`src/rtl/ce_gen_pkg.sv`:
```
`default_nettype none
// ============================================================================
// Module      : ce_gen_pkg
// Description : Shared types and defaults for the ce_gen clock-enable
//               generator: FSM state encoding, default parameter values and
//               the prescaler terminal-count helper.
// Revision    : 1.0 - initial release
// ============================================================================
package ce_gen_pkg;

   // Run/stop control state
   typedef enum logic [0:0] {
      ST_STOP = 1'b0,
      ST_RUN  = 1'b1
   } state_t;

   localparam int c_div_width_dflt   = 24;
   localparam int c_div_value_dflt   = 10;
   localparam int c_sync_stages_dflt = 2;

   // Last prescaler count before wrap (DIV_VALUE-1). Returned at 32 bits;
   // the caller casts to its DIV_WIDTH.
   function automatic logic [31:0] terminal_count(input int div_value);
      return 32'(div_value - 1);
   endfunction

endpackage
`default_nettype wire

```
`src/rtl/ce_gen_btn_sync_edge.sv`:
```
`default_nettype none
// ============================================================================
// Module      : btn_sync_edge
// Description : Synchroniser plus rising-edge detector for one raw button.
//               edge_out is a registered one-cycle pulse, high SYNC_STAGES+1
//               cycles after the first clk edge that samples btn_in high.
//               A button already high when reset is released is ignored
//               until it has been seen low.
// Ports       : clk      - system clock
//               glob_rst - synchronous active-high reset
//               btn_in   - raw asynchronous button level
//               edge_out - one-cycle rising-edge pulse
// Revision    : 1.0 - initial release
// ============================================================================
module btn_sync_edge #(
   parameter int SYNC_STAGES = 2
) (
   input  logic clk,
   input  logic glob_rst,
   input  logic btn_in,
   output logic edge_out
);

   if (SYNC_STAGES < 2) begin : g_bad_stages
      $error("btn_sync_edge: SYNC_STAGES must be at least 2");
   end

   logic [SYNC_STAGES-1:0] r_sync;
   logic                   r_lvl;    // retimed synchronised level
   logic                   r_prev;   // r_lvl one cycle earlier
   logic [SYNC_STAGES:0]   r_fill;   // marks when r_lvl holds a real post-reset sample
   logic                   r_armed;  // set once the button has been seen low
   logic                   r_edge;

   always_ff @(posedge clk) begin
      if (glob_rst) begin
         r_sync  <= '0;
         r_lvl   <= 1'b0;
         r_prev  <= 1'b0;
         r_fill  <= '0;
         r_armed <= 1'b0;
         r_edge  <= 1'b0;
      end else begin
         r_sync <= {r_sync[SYNC_STAGES-2:0], btn_in};
         r_lvl  <= r_sync[SYNC_STAGES-1];
         r_prev <= r_lvl;
         r_fill <= {r_fill[SYNC_STAGES-1:0], 1'b1};
         // The cleared flops after reset look like a low level; only a
         // genuinely sampled low arms the detector, so a button held
         // through reset does not produce a spurious edge.
         if (r_fill[SYNC_STAGES] && !r_lvl) begin
            r_armed <= 1'b1;
         end
         r_edge <= r_lvl & ~r_prev & r_armed;
      end
   end

   assign edge_out = r_edge;

endmodule
`default_nettype wire

```
`src/rtl/ce_gen.sv`:
```
`default_nettype none
// ============================================================================
// Module      : ce_gen
// Description : Clock-enable generator. Emits a one-cycle ce pulse every
//               DIV_VALUE clocks while running; run/stop toggles on each
//               run_btn press and step_btn issues a single ce while stopped.
//               Optional macro CE_GEN_AUTO_START_EN: reset enters RUN
//               instead of STOP.
// Ports       : clk      - system clock (rising edge)
//               glob_rst - synchronous active-high reset
//               run_btn  - raw button, toggles STOP/RUN
//               step_btn - raw button, single ce while in STOP
//               ce       - registered one-cycle enable pulse
//               running  - registered, high while in RUN
//               phase    - prescaler count 0..DIV_VALUE-1
// Revision    : 1.0 - initial release
// ============================================================================
module ce_gen
   import ce_gen_pkg::*;
#(
   parameter int DIV_WIDTH   = c_div_width_dflt,
   parameter int DIV_VALUE   = c_div_value_dflt,
   parameter int SYNC_STAGES = c_sync_stages_dflt
) (
   input  logic                 clk,
   input  logic                 glob_rst,
   input  logic                 run_btn,
   input  logic                 step_btn,
   output logic                 ce,
   output logic                 running,
   output logic [DIV_WIDTH-1:0] phase
);

   if (DIV_VALUE < 2 || longint'(DIV_VALUE) > (longint'(1) << DIV_WIDTH)) begin : g_bad_div
      $error("ce_gen: DIV_VALUE must be in 2..2**DIV_WIDTH");
   end

   localparam logic [DIV_WIDTH-1:0] c_tc = DIV_WIDTH'(terminal_count(DIV_VALUE));

`ifdef CE_GEN_AUTO_START_EN
   localparam state_t c_rst_state = ST_RUN;
`else
   localparam state_t c_rst_state = ST_STOP;
`endif

   logic w_run_edge;
   logic w_step_edge;

   btn_sync_edge #(
      .SYNC_STAGES (SYNC_STAGES)
   ) u_run_sync (
      .clk      (clk),
      .glob_rst (glob_rst),
      .btn_in   (run_btn),
      .edge_out (w_run_edge)
   );

   btn_sync_edge #(
      .SYNC_STAGES (SYNC_STAGES)
   ) u_step_sync (
      .clk      (clk),
      .glob_rst (glob_rst),
      .btn_in   (step_btn),
      .edge_out (w_step_edge)
   );

   state_t               r_state;
   state_t               w_state_nxt;
   logic [DIV_WIDTH-1:0] r_phase;
   logic [DIV_WIDTH-1:0] w_phase_nxt;
   logic [DIV_WIDTH-1:0] w_phase_inc;
   logic                 r_ce;
   logic                 w_ce_nxt;
   logic                 r_running;

   always_ff @(posedge clk) begin
      if (glob_rst) begin
         r_state   <= c_rst_state;
         r_phase   <= '0;
         r_ce      <= 1'b0;
         r_running <= (c_rst_state == ST_RUN);
      end else begin
         r_state   <= w_state_nxt;
         r_phase   <= w_phase_nxt;
         r_ce      <= w_ce_nxt;
         r_running <= (w_state_nxt == ST_RUN);
      end
   end

   always_comb begin
      w_state_nxt = r_state;
      w_phase_nxt = r_phase;
      w_ce_nxt    = 1'b0;
      // Modulo-DIV_VALUE increment: explicit wrap at the terminal count
      w_phase_inc = (r_phase == c_tc) ? '0 : r_phase + DIV_WIDTH'(1);

      unique case (r_state)
         ST_STOP: begin
            if (w_run_edge) begin
               // A simultaneous step is dropped: run wins
               w_state_nxt = ST_RUN;
               w_phase_nxt = '0;
            end else if (w_step_edge) begin
               w_ce_nxt = 1'b1;
            end
         end
         ST_RUN: begin
            // Terminal ce is still issued when stopping on the same cycle
            w_ce_nxt    = (r_phase == c_tc);
            w_phase_nxt = w_phase_inc;
            if (w_run_edge) begin
               w_state_nxt = ST_STOP;
            end
         end
      endcase
   end

   assign ce      = r_ce;
   assign running = r_running;
   assign phase   = r_phase;

endmodule
`default_nettype wire

```
`config.mk`:
```
export PLATFORM = sky130hd
export DESIGN_NAME = ce_gen
export DESIGN_NICKNAME = d
export VERILOG_FILES = /design/src/rtl/ce_gen_pkg.sv /design/src/rtl/ce_gen_btn_sync_edge.sv /design/src/rtl/ce_gen.sv
export SDC_FILE = /design/constraint.sdc
export NUM_CORES = 1
export LEC_CHECK = 0
export CAP_MARGIN = 30
export CORE_AREA = 2 2 65 67
export DETAILED_ROUTE_END_ITERATION = 12
export DIE_AREA = 0 0 67 69
export PLACE_DENSITY = 0.75
export SYNTH_ARGS = -nofsm -noshare
export SYNTH_HDL_FRONTEND = slang
export SYNTH_SLANG_ARGS = --single-unit
```
`constraint.sdc`:
```
create_clock -name clk -period 2 [get_ports clk]
set_input_delay 0.5 -clock clk [delete_from_list [all_inputs] [get_ports clk]]
set_output_delay 0.5 -clock clk [all_outputs]
set_load 0.01 [all_outputs]
```
* Yosys cells after proc, flatten, opt, wreduce, memory -nomap -nowiden
Index checks and enable logic that the tools add are counted.
Storage, ports and cells: flip-flop bits (word level) 44, input port bits 4, output and inout bits 26, word-level logic and storage cells 42
Operators by class: add/sub/neg operators 1, equal/unequal tests 2, multiplexer cells 11, bitwise gates (word level) 7, reduce and logical (&&, ||, !) cells 4
Operator list (number):
- 24-bit 2-to-1 mux | 2
- 24-bit case mux with 2 select lines | 1
- 24-bit by 1-bit adder with 24-bit output (second input constant) | 1
- 24-bit by 4-bit == test with 1-bit output (second input constant) | 1
- 1-bit 2-to-1 mux | 6
- 1-bit bitwise AND | 4
- 1-bit case mux with 2 select lines | 2
- 1-bit NOT | 3
- 1-bit logical AND | 2
- 1-bit zero test | 2
- 2-bit by 1-bit != test with 1-bit output (second input constant) | 1

* Longest topological paths before layout
word-level depth 3, mapped depth 9, gate-level depth less buffers 7

* Cells and area by module
Synthesis repeated with hierarchy kept, for this count alone.
Second synthesis, totals: cells, all modules 205, area total of the unflattened synthesis 1890.6 µm²
Modules (own cells, without submodules):
- ce_gen | times used 1, cells an instance 165, area an instance 1362.6 µm², seq. area each 520.5 µm²
- btn_sync_edge | times used 2, cells an instance 20, area an instance 264.0 µm², seq. area each 180.2 µm²

* Worst setup path before layout
Ideal clock, no wire load.
kind flip-flop to flip-flop, from register, netlist name running, to register r_phase[11] (netlist: phase[11]), library setup time 0.115 ns, data arrival time 1.803 ns, required time 1.885 ns, setup slack 0.082 ns, cell stages (with the launch flop) 9, buffers on the path 1, period minus slack after synthesis 1.918 ns, path through dfxtp_1 inv_1 ha_1 clkbuf_1 and4b_1 nand3_1 nor3_1 xnor2_1 nor2_1
RTL lines:
- to (signal assigned) | RTL line ce_gen.sv:84 | r_phase <= w_phase_nxt;
- to (decl) | RTL line ce_gen.sv:69 | logic [DIV_WIDTH-1:0] r_phase;

* Worst setup path after layout
from register r_phase[0] (netlist: phase[0]), to register r_phase[16] (netlist: phase[16])
On the way: cells in the longest elaborated chain, start to end 3, elaborated cells on any way between the ends 4, classes of those cells add/sub (1); eq/ne (1); mux (2)
Ends and longest elaborated chain:
- 24-bit by 1-bit adder with 24-bit output / 24-bit by 4-bit == test with 1-bit output (equally long branches) | RTL line ce_gen.sv:95 | w_phase_inc = (r_phase == c_tc) ? '0 : r_phase + DIV_WIDTH'(1);
- 24-bit 2-to-1 mux * | RTL line ce_gen.sv:95
- 24-bit case mux with 2 select lines * | RTL line ce_gen.sv:97 | unique case (r_state)
Every way passes the cells marked *; elsewhere a longest branch is shown, timed or not. A chain may end at the register's enable or synchronous reset.

==> reports/results.ini <==
[timing]
max_freq_ghz = 0.516
fin_ws_ns = 0.0613
clock_skew_ns = 0.00380
tightest_slew_ns = 0.472
min_period_ns = 1.94
finalSetupViolations = 0
slew_viol_final = 0
fin_crit_sh_pct = 96.9
hold_viol_final = 0
max_slew_margin_pct = 68.2

[worst_setup_path]
r2r-end = phase[16]$_SDFFE_PP0P_
r2r_cells = 6
r2r_start = phase[0]$_SDFFE_PP0P_
crit_chain = ha_1, nor4b_1, nand4_1, o21ai_4, a21oi_1, a311o_1
crit_path_end_kind = flop
cp_num_buf_inv = 0
cp.required_ns = 2.19
crit_path_top_delay_cell = dfxtp_1
cp.arrival_ns = 2.13
crit_fanout = 5
worst-setup-path-type = flop to flop
r2r_slack_ns = 0.06
slowest_delay_ns = 0.39
cp-start-kind = flop
crit_family = compound AO/OA/AOI/OAI gates

[logic_synthesis]
synthArstFlopShare_pct = 0
yosysWarnings = 0
syn_area_mm2 = 0.00192
syn_area_per_cell_um2 = 8.73
synth_ff_type = dfxtp_1
synth_edf_count = 0
synth_cell_types = 42
syn_inst = 220
yosysSeqAreaShare_pct = 42.7
ys_ff_latch = 41
syn_nets = 227

[routing]
vias = 1802
vias_per_cell = 5.63
ant_nets = 0
drt_first_pass_iters = 4
drt-total-wl_um = 4640
drt_iter0_drc = 185
routedWlPerCell_um = 14.5
drc = 0

[finish]
nets = 276
final_cell_mix = dfxtp_1, clkdlybuf4s50_1, nor2_1, buf_4, nand2_1
area_growth_pct = 32.3
layout_commonest_cell = dfxtp_1
antenna_cells = 0
layout-drive-gt1-share_pct = 15.6

[placement]
dp_slack_ns = 0.0481
gp_congestion = 0.928
port-buffer-count = 29
dp_hpwl_um = 3270

[grt]
grt_pass1_wl_um = 7890
grt_max_degree = 18
grt_pass1_vias = 1644
track_usage_pct = 22.0
antenna_found_initial = 0
overflow = 0

[power_and_ir_drop]
peakVddDrop_mv = 0.564
powerDensity_mw_per_mm2 = 613
p_leak_nw = 0.889
finalPower_w = 0.00156

[hold_path]
min_to = u_step_sync.edge_out$_SDFF_PP0_
holdPathStages = 1
hp-start = u_step_sync.r_prev$_SDFF_PP0_
hold_path_class = flop to flop

[clock_tree]
clock_path_buffers = 2
clk_transition_reported_paths_ns = 0.08
htree_num_levels = 2
tritoncts = yes
clkLatencyLatePin_ns = 0.30
clockRootBuffer = clkbuf_8
clock_sinks = 41
numCtsBuffers = 5

[floorplanning]
dieHeight_um = 69
core_area_mm2 = 0.00391
ios = 30
start_util_pct = 49.1
dieArea_mm2 = 0.00462
placementRows = 23
chipWidth_um = 67

[outcome]
status = complete, no violations

[flow_run]
cap_violations = 0

[per-layer routing]
| layer | track usage, % | routed length, µm | vias up | part of all wire (%) |
|---|---|---|---|---|
| li1 | - | - | 898 | - |
| met1 | 32.1 | 2120 | 826 | 46 |
| met2 | 30.9 | 2150 | 71 | 46 |
| met3 | 5.38 | 302 | 7 | 6.5 |
| met4 | 8.62 | 63 | 0 | 1.4 |
| met5 | 0 | 0 | - | 0 |
[worst max-delay path by stage]
stage / slack (ns) / endpoint / startpoint / cells past startpoint
after global routing: -0.05 / phase[18]$_SDFFE_PP0P_ / phase[0]$_SDFFE_PP0P_ / 7
after floorplan: 0.08 / phase[11]$_SDFFE_PP0P_ / running$_SDFF_PP0_ / 8
after detailed placement: 0.05 / phase[16]$_SDFFE_PP0P_ / phase[1]$_SDFFE_PP0P_ / 7
final: 0.06 / phase[16]$_SDFFE_PP0P_ / phase[0]$_SDFFE_PP0P_ / 6
after global placement: 0.17 / phase[16]$_SDFFE_PP0P_ / phase[1]$_SDFFE_PP0P_ / 7
after CTS: 0.02 / phase[16]$_SDFFE_PP0P_ / phase[1]$_SDFFE_PP0P_ / 7
[logic make-up after synthesis]
kind of cell    count (synthesis)  share of synthesized area, %
buf+inv                        22                          4.69
flops                          41                          42.7
xor+xnor                        9                          4.10
compound gates                 29                          10.5
simple gates                  116                          36.0
fa+ha+maj                       3                          1.95
[repair_timing]
action / CTS / global route
buffers inserted: 0 / 2
endpoints found under the setup margin: 0 / 20
gates resized for setup: 0 / 4
hold buffers: 0 / 0
[synth_stat cells (all sizes together) (5+ instances only)]
cell type / instances / area [µm²]
nor2: 20 / 75.1
dfxtp: 41 / 821
nand4: 12 / 90.1
a31oi: 7 / 43.8
nor2b: 11 / 68.8
and3: 6 / 37.5
a21oi: 9 / 45.0
nand2: 16 / 60.1
or3: 6 / 38.8
or4: 5 / 37.5
clkbuf: 5 / 18.8
inv: 12 / 45.0
nor4: 5 / 46.3
xnor2: 6 / 52.6
nand3: 17 / 103
nor3: 9 / 56.3
[worst register-to-register path, stage by stage (launching register included)]
cell and delay [ns]:
dfxtp_1 0.39, ha_1 0.17, nor4b_1 0.30, nand4_1 0.28, o21ai_4 0.27, a21oi_1 0.07, a311o_1 0.36
[stage by stage]
step                area [µm²]  std cells  TNS [ns]  hold WS [ns]  util, %
detailed placement        2390        309         0         0.381     61.0
global route              2540        320    -0.140         0.416     64.9
CTS                       2500        317         0         0.397     63.9
finish                    2540        320         0         0.399     64.9
global placement          2390        309         0         0.378     61.0
floorplan                 1920        220         0         0.374        -
[final cells by class]
| type | instances | area [µm²] |
|---|---|---|
| clock buffers | 5 | 68.8 |
| fillers | 351 | 1370 |
| clock inverters | 3 | 46.3 |
| inverters | 13 | 48.8 |
| well taps | 50 | 62.6 |
| flip-flops and latches | 41 | 822 |
| multi-input cells | 158 | 1030 |
| repair buffers | 50 | 460 |
[report_power, final]
part           internal, W  total (W)  switching, W
clock             0.000374   0.000680      0.000307
combinational    0.0000240  0.0000483     0.0000244
sequential        0.000826   0.000829    0.00000270
total              0.00122    0.00156      0.000334
[flip-flops by register name, summed over array words and instances (netlist names)]
| register | cells |
|---|---|
| ce | 1 |
| phase | 24 |
| running | 1 |
| u_run_sync.edge_out | 1 |
| u_run_sync.r_armed | 1 |
| u_run_sync.r_lvl | 1 |
| u_run_sync.r_prev | 1 |
| u_run_sync.r_sync | 2 |
| u_step_sync.edge_out | 1 |
| u_step_sync.r_armed | 1 |
| u_step_sync.r_fill | 3 |
| u_step_sync.r_lvl | 1 |
| u_step_sync.r_prev | 1 |
| u_step_sync.r_sync | 2 |
Note: power is estimated with default switching activity, not from simulation.
